**src/rtl/clock_ctrl_pkg.sv**
```systemverilog
// Shared types and constants for the clock-setting controller: FSM states,
// blink field codes and the default debounce length.
package clock_ctrl_pkg;

    typedef enum logic [1:0] {
        RUN    = 2'd0,
        SET_F1 = 2'd1,
        SET_F2 = 2'd2,
        SET_F3 = 2'd3
    } state_t;

    localparam logic [1:0]  FLD_NONE = 2'b00;
    localparam logic [1:0]  FLD_HI   = 2'b01;
    localparam logic [1:0]  FLD_MID  = 2'b10;
    localparam logic [1:0]  FLD_LO   = 2'b11;

    localparam logic [19:0] DEBOUNCE_DEFAULT = 20'd1000000;

    function automatic state_t next_state(input state_t s);
        case (s)
            RUN:     return SET_F1;
            SET_F1:  return SET_F2;
            SET_F2:  return SET_F3;
            default: return RUN;
        endcase
    endfunction

    function automatic logic [1:0] field_code(input state_t s);
        case (s)
            SET_F1:  return FLD_HI;
            SET_F2:  return FLD_MID;
            SET_F3:  return FLD_LO;
            default: return FLD_NONE;
        endcase
    endfunction

endpackage

```
**src/rtl/clock_set_ctrl_if.sv**
```systemverilog
// Button, tick and control-output bundle between the panel (master) and
// the clock-setting controller (slave).
interface clock_set_ctrl_if;
    logic       btn_mode;
    logic       btn_sel;
    logic       btn_up;
    logic       btn_down;
    logic       tick_1hz;
    logic       smh_dmy;
    logic       dem_chinh;
    logic [1:0] blink_led;
    logic       inc_pulse;
    logic       dec_pulse;
    logic       clr_sec;

    modport master (
        output btn_mode, btn_sel, btn_up, btn_down, tick_1hz,
        input  smh_dmy, dem_chinh, blink_led, inc_pulse, dec_pulse, clr_sec
    );

    modport slave (
        input  btn_mode, btn_sel, btn_up, btn_down, tick_1hz,
        output smh_dmy, dem_chinh, blink_led, inc_pulse, dec_pulse, clr_sec
    );
endinterface

```
**src/rtl/btn_debounce.sv**
```systemverilog
// Raw button -> 2-flop synchronizer -> debounce counter -> one-cycle pulse
// on each accepted press.
module btn_debounce #(
    parameter logic [19:0] DEBOUNCE_CYCLES = clock_ctrl_pkg::DEBOUNCE_DEFAULT
) (
    input  logic clk,
    input  logic rst_n,
    input  logic btn,
    output logic pulse
);

    logic [1:0]  sync;
    logic        stable;
    logic [19:0] cnt;

    // NOTE: all state uses non-blocking assignments so every flop samples
    // pre-edge values; blocking here would collapse the synchronizer chain.
    always_ff @(posedge clk) begin
        if (!rst_n) begin
            sync   <= 2'b00;
            stable <= 1'b0;
            cnt    <= '0;
            pulse  <= 1'b0;
        end else begin
            sync  <= {sync[0], btn};
            pulse <= 1'b0;
            if (sync[1] == stable) begin
                cnt <= '0;
            end else if (cnt == DEBOUNCE_CYCLES - 20'd1) begin
                // level held different for DEBOUNCE_CYCLES cycles: accept it
                stable <= sync[1];
                cnt    <= '0;
                pulse  <= sync[1];
            end else begin
                cnt <= cnt + 20'd1;
            end
        end
    end

endmodule

```
**src/rtl/clock_set_ctrl.sv**
```systemverilog
// Clock/date set-mode controller: four debounced buttons drive field editing.
// Define CLOCK_SET_TIMEOUT_EN to leave set mode after TIMEOUT_S idle seconds.
module clock_set_ctrl
    import clock_ctrl_pkg::*;
#(
    parameter logic [19:0] DEBOUNCE_CYCLES = DEBOUNCE_DEFAULT,
    parameter int          TIMEOUT_S       = 30
) (
    input  logic         clk,
    input  logic         rst_n,
    clock_set_ctrl_if.slave bus
);

    logic ev_mode, ev_sel, ev_up, ev_down;

    btn_debounce #(.DEBOUNCE_CYCLES(DEBOUNCE_CYCLES)) u_mode (
        .clk(clk), .rst_n(rst_n), .btn(bus.btn_mode), .pulse(ev_mode));
    btn_debounce #(.DEBOUNCE_CYCLES(DEBOUNCE_CYCLES)) u_sel (
        .clk(clk), .rst_n(rst_n), .btn(bus.btn_sel), .pulse(ev_sel));
    btn_debounce #(.DEBOUNCE_CYCLES(DEBOUNCE_CYCLES)) u_up (
        .clk(clk), .rst_n(rst_n), .btn(bus.btn_up), .pulse(ev_up));
    btn_debounce #(.DEBOUNCE_CYCLES(DEBOUNCE_CYCLES)) u_down (
        .clk(clk), .rst_n(rst_n), .btn(bus.btn_down), .pulse(ev_down));

    state_t     state;
    logic       smh_q, dem_q, inc_q, dec_q, clr_q;
    logic [1:0] blink_q;
    logic       adjust;
    logic       timeout;

    // Simultaneous up and down cancel each other.
    assign adjust = (state != RUN) && (ev_up ^ ev_down);

`ifdef CLOCK_SET_TIMEOUT_EN
    localparam int             IW        = $clog2(TIMEOUT_S + 1);
    localparam logic [IW-1:0]  TIMEOUT_V = IW'(TIMEOUT_S);

    logic [IW-1:0] idle;
    logic          any_ev;

    assign any_ev  = ev_mode | ev_sel | ev_up | ev_down;
    assign timeout = (state != RUN) && (idle == TIMEOUT_V);

    always_ff @(posedge clk) begin
        if (!rst_n) begin
            idle <= '0;
        end else if (state == RUN || any_ev) begin
            idle <= '0;
        end else if (bus.tick_1hz && idle != TIMEOUT_V) begin
            idle <= idle + 1'b1;
        end
    end
`else
    assign timeout = 1'b0;
`endif

    always_ff @(posedge clk) begin
        if (!rst_n) begin
            state   <= RUN;
            smh_q   <= 1'b0;
            blink_q <= FLD_NONE;
            dem_q   <= 1'b0;
            inc_q   <= 1'b0;
            dec_q   <= 1'b0;
            clr_q   <= 1'b0;
        end else begin
            // NOTE: strobes default low every cycle, so each one lasts exactly
            // one clock and nothing holds a stale value.
            inc_q <= 1'b0;
            dec_q <= 1'b0;
            clr_q <= 1'b0;
            if (ev_sel)
                smh_q <= ~smh_q;
            if (ev_mode) begin
                state   <= next_state(state);
                blink_q <= field_code(next_state(state));
                dem_q   <= (next_state(state) != RUN);
            end else if (adjust) begin
                // Editing seconds resets them rather than stepping them.
                if (state == SET_F3 && !smh_q) begin
                    clr_q <= 1'b1;
                end else begin
                    inc_q <= ev_up;
                    dec_q <= ev_down;
                end
            end else if (timeout) begin
                state   <= RUN;
                blink_q <= FLD_NONE;
                dem_q   <= 1'b0;
            end
        end
    end

    assign bus.smh_dmy   = smh_q;
    assign bus.dem_chinh = dem_q;
    assign bus.blink_led = blink_q;
    assign bus.inc_pulse = inc_q;
    assign bus.dec_pulse = dec_q;
    assign bus.clr_sec   = clr_q;

endmodule

```
**src/flat_wrapper.sv**
```systemverilog
// flat-port wrapper written by rule: the top's interface ports become plain ports
module clock_set_ctrl_flat import clock_ctrl_pkg::*;
#(
    parameter logic [19:0] DEBOUNCE_CYCLES = DEBOUNCE_DEFAULT,
    parameter int          TIMEOUT_S       = 30
)
  (clk, rst_n, bus_btn_mode, bus_btn_sel, bus_btn_up, bus_btn_down, bus_tick_1hz, bus_smh_dmy, bus_dem_chinh, bus_blink_led, bus_inc_pulse, bus_dec_pulse, bus_clr_sec);
  clock_set_ctrl_if bus_i ();
  input  logic clk;
  input  logic rst_n;
  input wire logic [$bits(bus_i.btn_mode)-1:0] bus_btn_mode;
  input wire logic [$bits(bus_i.btn_sel)-1:0] bus_btn_sel;
  input wire logic [$bits(bus_i.btn_up)-1:0] bus_btn_up;
  input wire logic [$bits(bus_i.btn_down)-1:0] bus_btn_down;
  input wire logic [$bits(bus_i.tick_1hz)-1:0] bus_tick_1hz;
  output wire logic [$bits(bus_i.smh_dmy)-1:0] bus_smh_dmy;
  output wire logic [$bits(bus_i.dem_chinh)-1:0] bus_dem_chinh;
  output wire logic [$bits(bus_i.blink_led)-1:0] bus_blink_led;
  output wire logic [$bits(bus_i.inc_pulse)-1:0] bus_inc_pulse;
  output wire logic [$bits(bus_i.dec_pulse)-1:0] bus_dec_pulse;
  output wire logic [$bits(bus_i.clr_sec)-1:0] bus_clr_sec;
  assign bus_i.btn_mode = bus_btn_mode;
  assign bus_i.btn_sel = bus_btn_sel;
  assign bus_i.btn_up = bus_btn_up;
  assign bus_i.btn_down = bus_btn_down;
  assign bus_i.tick_1hz = bus_tick_1hz;
  assign bus_smh_dmy = bus_i.smh_dmy;
  assign bus_dem_chinh = bus_i.dem_chinh;
  assign bus_blink_led = bus_i.blink_led;
  assign bus_inc_pulse = bus_i.inc_pulse;
  assign bus_dec_pulse = bus_i.dec_pulse;
  assign bus_clr_sec = bus_i.clr_sec;
  clock_set_ctrl #(.DEBOUNCE_CYCLES(DEBOUNCE_CYCLES), .TIMEOUT_S(TIMEOUT_S)) u_core (.clk(clk), .rst_n(rst_n), .bus(bus_i));
endmodule
```
**config.mk**
```make
export PLATFORM = sky130hd
export DESIGN_NAME = clock_set_ctrl_flat
export DESIGN_NICKNAME = d
export VERILOG_FILES = /design/src/rtl/clock_ctrl_pkg.sv /design/src/rtl/clock_set_ctrl_if.sv /design/src/rtl/btn_debounce.sv /design/src/rtl/clock_set_ctrl.sv /design/src/flat_wrapper.sv
export SDC_FILE = /design/constraint.sdc
export NUM_CORES = 1
export LEC_CHECK = 0
export CORE_MARGIN = 4
export CORE_UTILIZATION = 57
export DETAILED_ROUTE_END_ITERATION = 12
export GPL_TIMING_DRIVEN = 0
export PLACE_DENSITY = 0.72
export SYNTH_ARGS = -nofsm -noshare
export SYNTH_HDL_FRONTEND = slang
export SYNTH_SLANG_ARGS = --single-unit
```
**constraint.sdc**
```tcl
create_clock -name clk -period 2.2 [get_ports clk]
set_input_delay 0.33 -clock clk [delete_from_list [all_inputs] [get_ports clk]]
set_output_delay 0.33 -clock clk [all_outputs]
set_load 0.05 [all_outputs]
```
==> impl_metrics.ini <==
[layout]
fin_util_pct = 65.69
drive_gt1_share_pct = 5.441
antennaDiodeCount = 0
final_common_cell = dfxtp_1
finalNetCount = 543
mostFrequentLayoutCells = dfxtp_1 (103), nor2_1 (69), xnor2_1 (31)
synthToLayoutAreaGrowth_pct = 9.677

[yosys]
netlist_area_sq_um = 4461
syn_area_per_cell_sq_um = 8.798
ys_warn_count = 0
synth_cells = 507
synth_nets = 521
seq_area_frac_synth_pct = 46.23
ys_types = 38
ys_seq_elements = 103

[floorplanning]
die_area_sq_um = 9305
ios = 14
die_w_microns = 96.46
placementRows = 31
core_area_sq_um = 7447
die_h_microns = 96.46
floorplan.initialDensity_pct = 59.90

[timing]
min_period_ps = 2047
setup_tns_ps = 0
finalMaxSlewViolations = 0
slew_headroom_pct = 66.33
tightest_slew_ps = 505.0
max_freq_ghz = 0.4886
rsz0062_at_grt = no
finalCritPeriodShare_pct = 93.03
hold_viol_final = 0
setup_viol = 0
fin_skew_ps = 8.098

[hold_path]
min_path_type = in2reg
worstHoldStart = rst_n
hold_depth = 3
holdPathEnd = u_core.u_up.pulse$_SDFF_PP0_

[worst_setup_path]
startpoint_type = flip-flop
crit_fanout = 7
r2r_setup_slack_ps = 150
reg2reg_to = u_core.u_mode.cnt[18]$_SDFF_PP0_
cp.required_ps = 2490
end_kind = flip-flop
rr_startpoint = u_core.u_mode.cnt[0]$_SDFF_PP0_
crit_type = reg2reg
r2r_cells = 6
critical_path_arrival_ps = 2330

[clocking]
clock_latency_ps = 360
cts_root_buffer = clkbuf_8
cts-buffers-inserted = 9
clock_path_buffers = 2
cts.reportedPaths.clkPinSlew_ps = 100
cts_tree = built
clock-sinks = 103
h-tree-depth = 3

[place]
gp_congestion = 0.7942
port_buffers = 11
place_hpwl_microns = 5748

[power]
ir_drop_uv = 360.8
cellLeakagePower_nw = 1.432
finalPower_w = 0.003088
p_per_area_nw_per_um2 = 631.2

[detailed_routing]
drcViolationCount = 0
wire_per_inst_microns = 12.77
ant_nets = 0
firstDrtPassIters = 4
drt_iter0_markers = 70
vias = 3578
viasPerCell = 5.661
wl_microns = 8070

[global_routing]
overflow = 0
grt_pass1_wl_microns = 14460
grt_max_degree = 17
grt_usage_pct = 19.11
grt_pass1_vias = 3489
antenna_found_initial = 0

[status]
status = finished, final reports clean

[flow_run]
max_cap_violations = 0
## kinds of logic (layout without fill, tap and decap cells)
| logic type | after synthesis | in the layout | synth area share [%] |
|---|---|---|---|
| AOI/OAI and AO/OA | 64 | 64 | 8.303 |
| xor gates and xnor gates | 54 | 54 | 10.60 |
| adders and majority gates | 7 | 7 | 1.963 |
| buffers and inverters | 33 | 59 | 3.197 |
| DFF | 103 | 103 | 46.23 |
| muxes | 1 | 1 | 0.2244 |
| and+or+nand+nor | 245 | 245 | 29.48 |
## Yosys cell counts, drive strengths merged
cell,number,share of area (%)
or3,21,2.9
and3,4,0.56
and2,11,1.5
buf,4,0.73
nor3,10,1.1
o31ai,10,1.7
or2,3,0.42
o21ai,18,2.0
nor3b,2,0.34
o21a,1,0.17
xor2,23,4.5
dfxtp,103,46
mux2i,1,0.22
a211oi,1,0.17
nand4b,1,0.20
clkbuf,13,1.1
nor4,8,1.1
ha,7,2.0
or3b,1,0.20
nor2b,2,0.28
o211ai,4,0.79
nand4,22,3.1
nor2,69,5.8
clkinv,1,0.084
or4,16,2.8
nand2,29,2.4
or4b,2,0.45
o21ba,1,0.22
a21oi,29,3.3
nor4b,6,1.2
and4,9,1.8
nand3,29,3.3
xnor2,31,6.1
inv,15,1.3
## report_power, final
| group | switching [W] | leakage (nW) | internal, W |
|---|---|---|---|
| clock | 0.000616 | 0.0985 | 0.000551 |
| sequential | 0.00000608 | 0.831 | 0.00187 |
| combinational | 0.0000256 | 0.503 | 0.0000175 |
| total | 0.000647 | 1.43 | 0.00244 |
## critical path: stages, from the launching register on
cell and delay, ps:
dfxtp_1 400, ha_2 220, nand2_1 120, or4_1 540, clkbuf_1 180, or3_1 360
a21oi_1 150
## registers in the layout, indices dropped and copies added, names as in the netlist, 2 cells and up
signal	count
u_core.u_up.sync	2
u_core.u_up.cnt	20
u_core.u_down.sync	2
u_core.u_down.cnt	20
u_core.u_mode.cnt	20
u_core.u_sel.cnt	20
u_core.u_sel.sync	2
u_core.u_mode.sync	2
## per-layer routing
layer  up-vias  routed length (microns)  GRT usage [%]
met1      1682                     3864          23.19
met3         7                      263          4.957
met4         0                       68          5.140
li1       1839                        -              -
met2        50                     3874          33.51
met5         -                        0              0
## per-stage QoR
stage                     area (sq um)  instances  setup slack [ps]  hold slack (ps)
after floorplan                   4461        507             352.9            411.9
after global placement            4695        617             205.5            415.2
after detailed placement          4695        617             166.7            425.5
after CTS                         4888        632             141.0            370.3
after global routing              4892        632             14.71            409.6
final                             4892        632             153.4            374.5
## how the worst max path moves through the flow
stage,start,end,slack [ps],cells past startpoint
6_report,u_core.u_mode.cnt[0]$_SDFF_PP0_,u_core.u_mode.cnt[18]$_SDFF_PP0_,150,6
5_1_grt,u_core.u_mode.cnt[0]$_SDFF_PP0_,u_core.u_mode.cnt[18]$_SDFF_PP0_,10,6
4_1_cts,u_core.u_mode.cnt[0]$_SDFF_PP0_,u_core.u_mode.cnt[18]$_SDFF_PP0_,140,6
3_5_place_dp,u_core.u_sel.cnt[0]$_SDFF_PP0_,u_core.u_sel.cnt[6]$_SDFF_PP0_,170,6
3_3_place_gp,u_core.u_sel.cnt[0]$_SDFF_PP0_,u_core.u_sel.cnt[11]$_SDFF_PP0_,210,6
2_1_floorplan,u_core.u_mode.cnt[12]$_SDFF_PP0_,u_core.u_mode.cnt[14]$_SDFF_PP0_,350,5
## layout make-up
class	count	area (sq um)
clock inverter	5	56.30
multi-input combinational	371	2258
inverter	16	60.06
timing repair buffer	11	110.1
tap	99	123.9
clock buffer	10	137.6
fill	673	2555
buffer	17	83.83
sequential	103	2062
## repair_timing
item	4_1_cts	5_1_grt
resized for setup	0	3
buffers inserted	0	0
hold buffers	0	0
setup endpoints to repair	0	12
No activity file was read; power rests on OpenSTA's default activity.
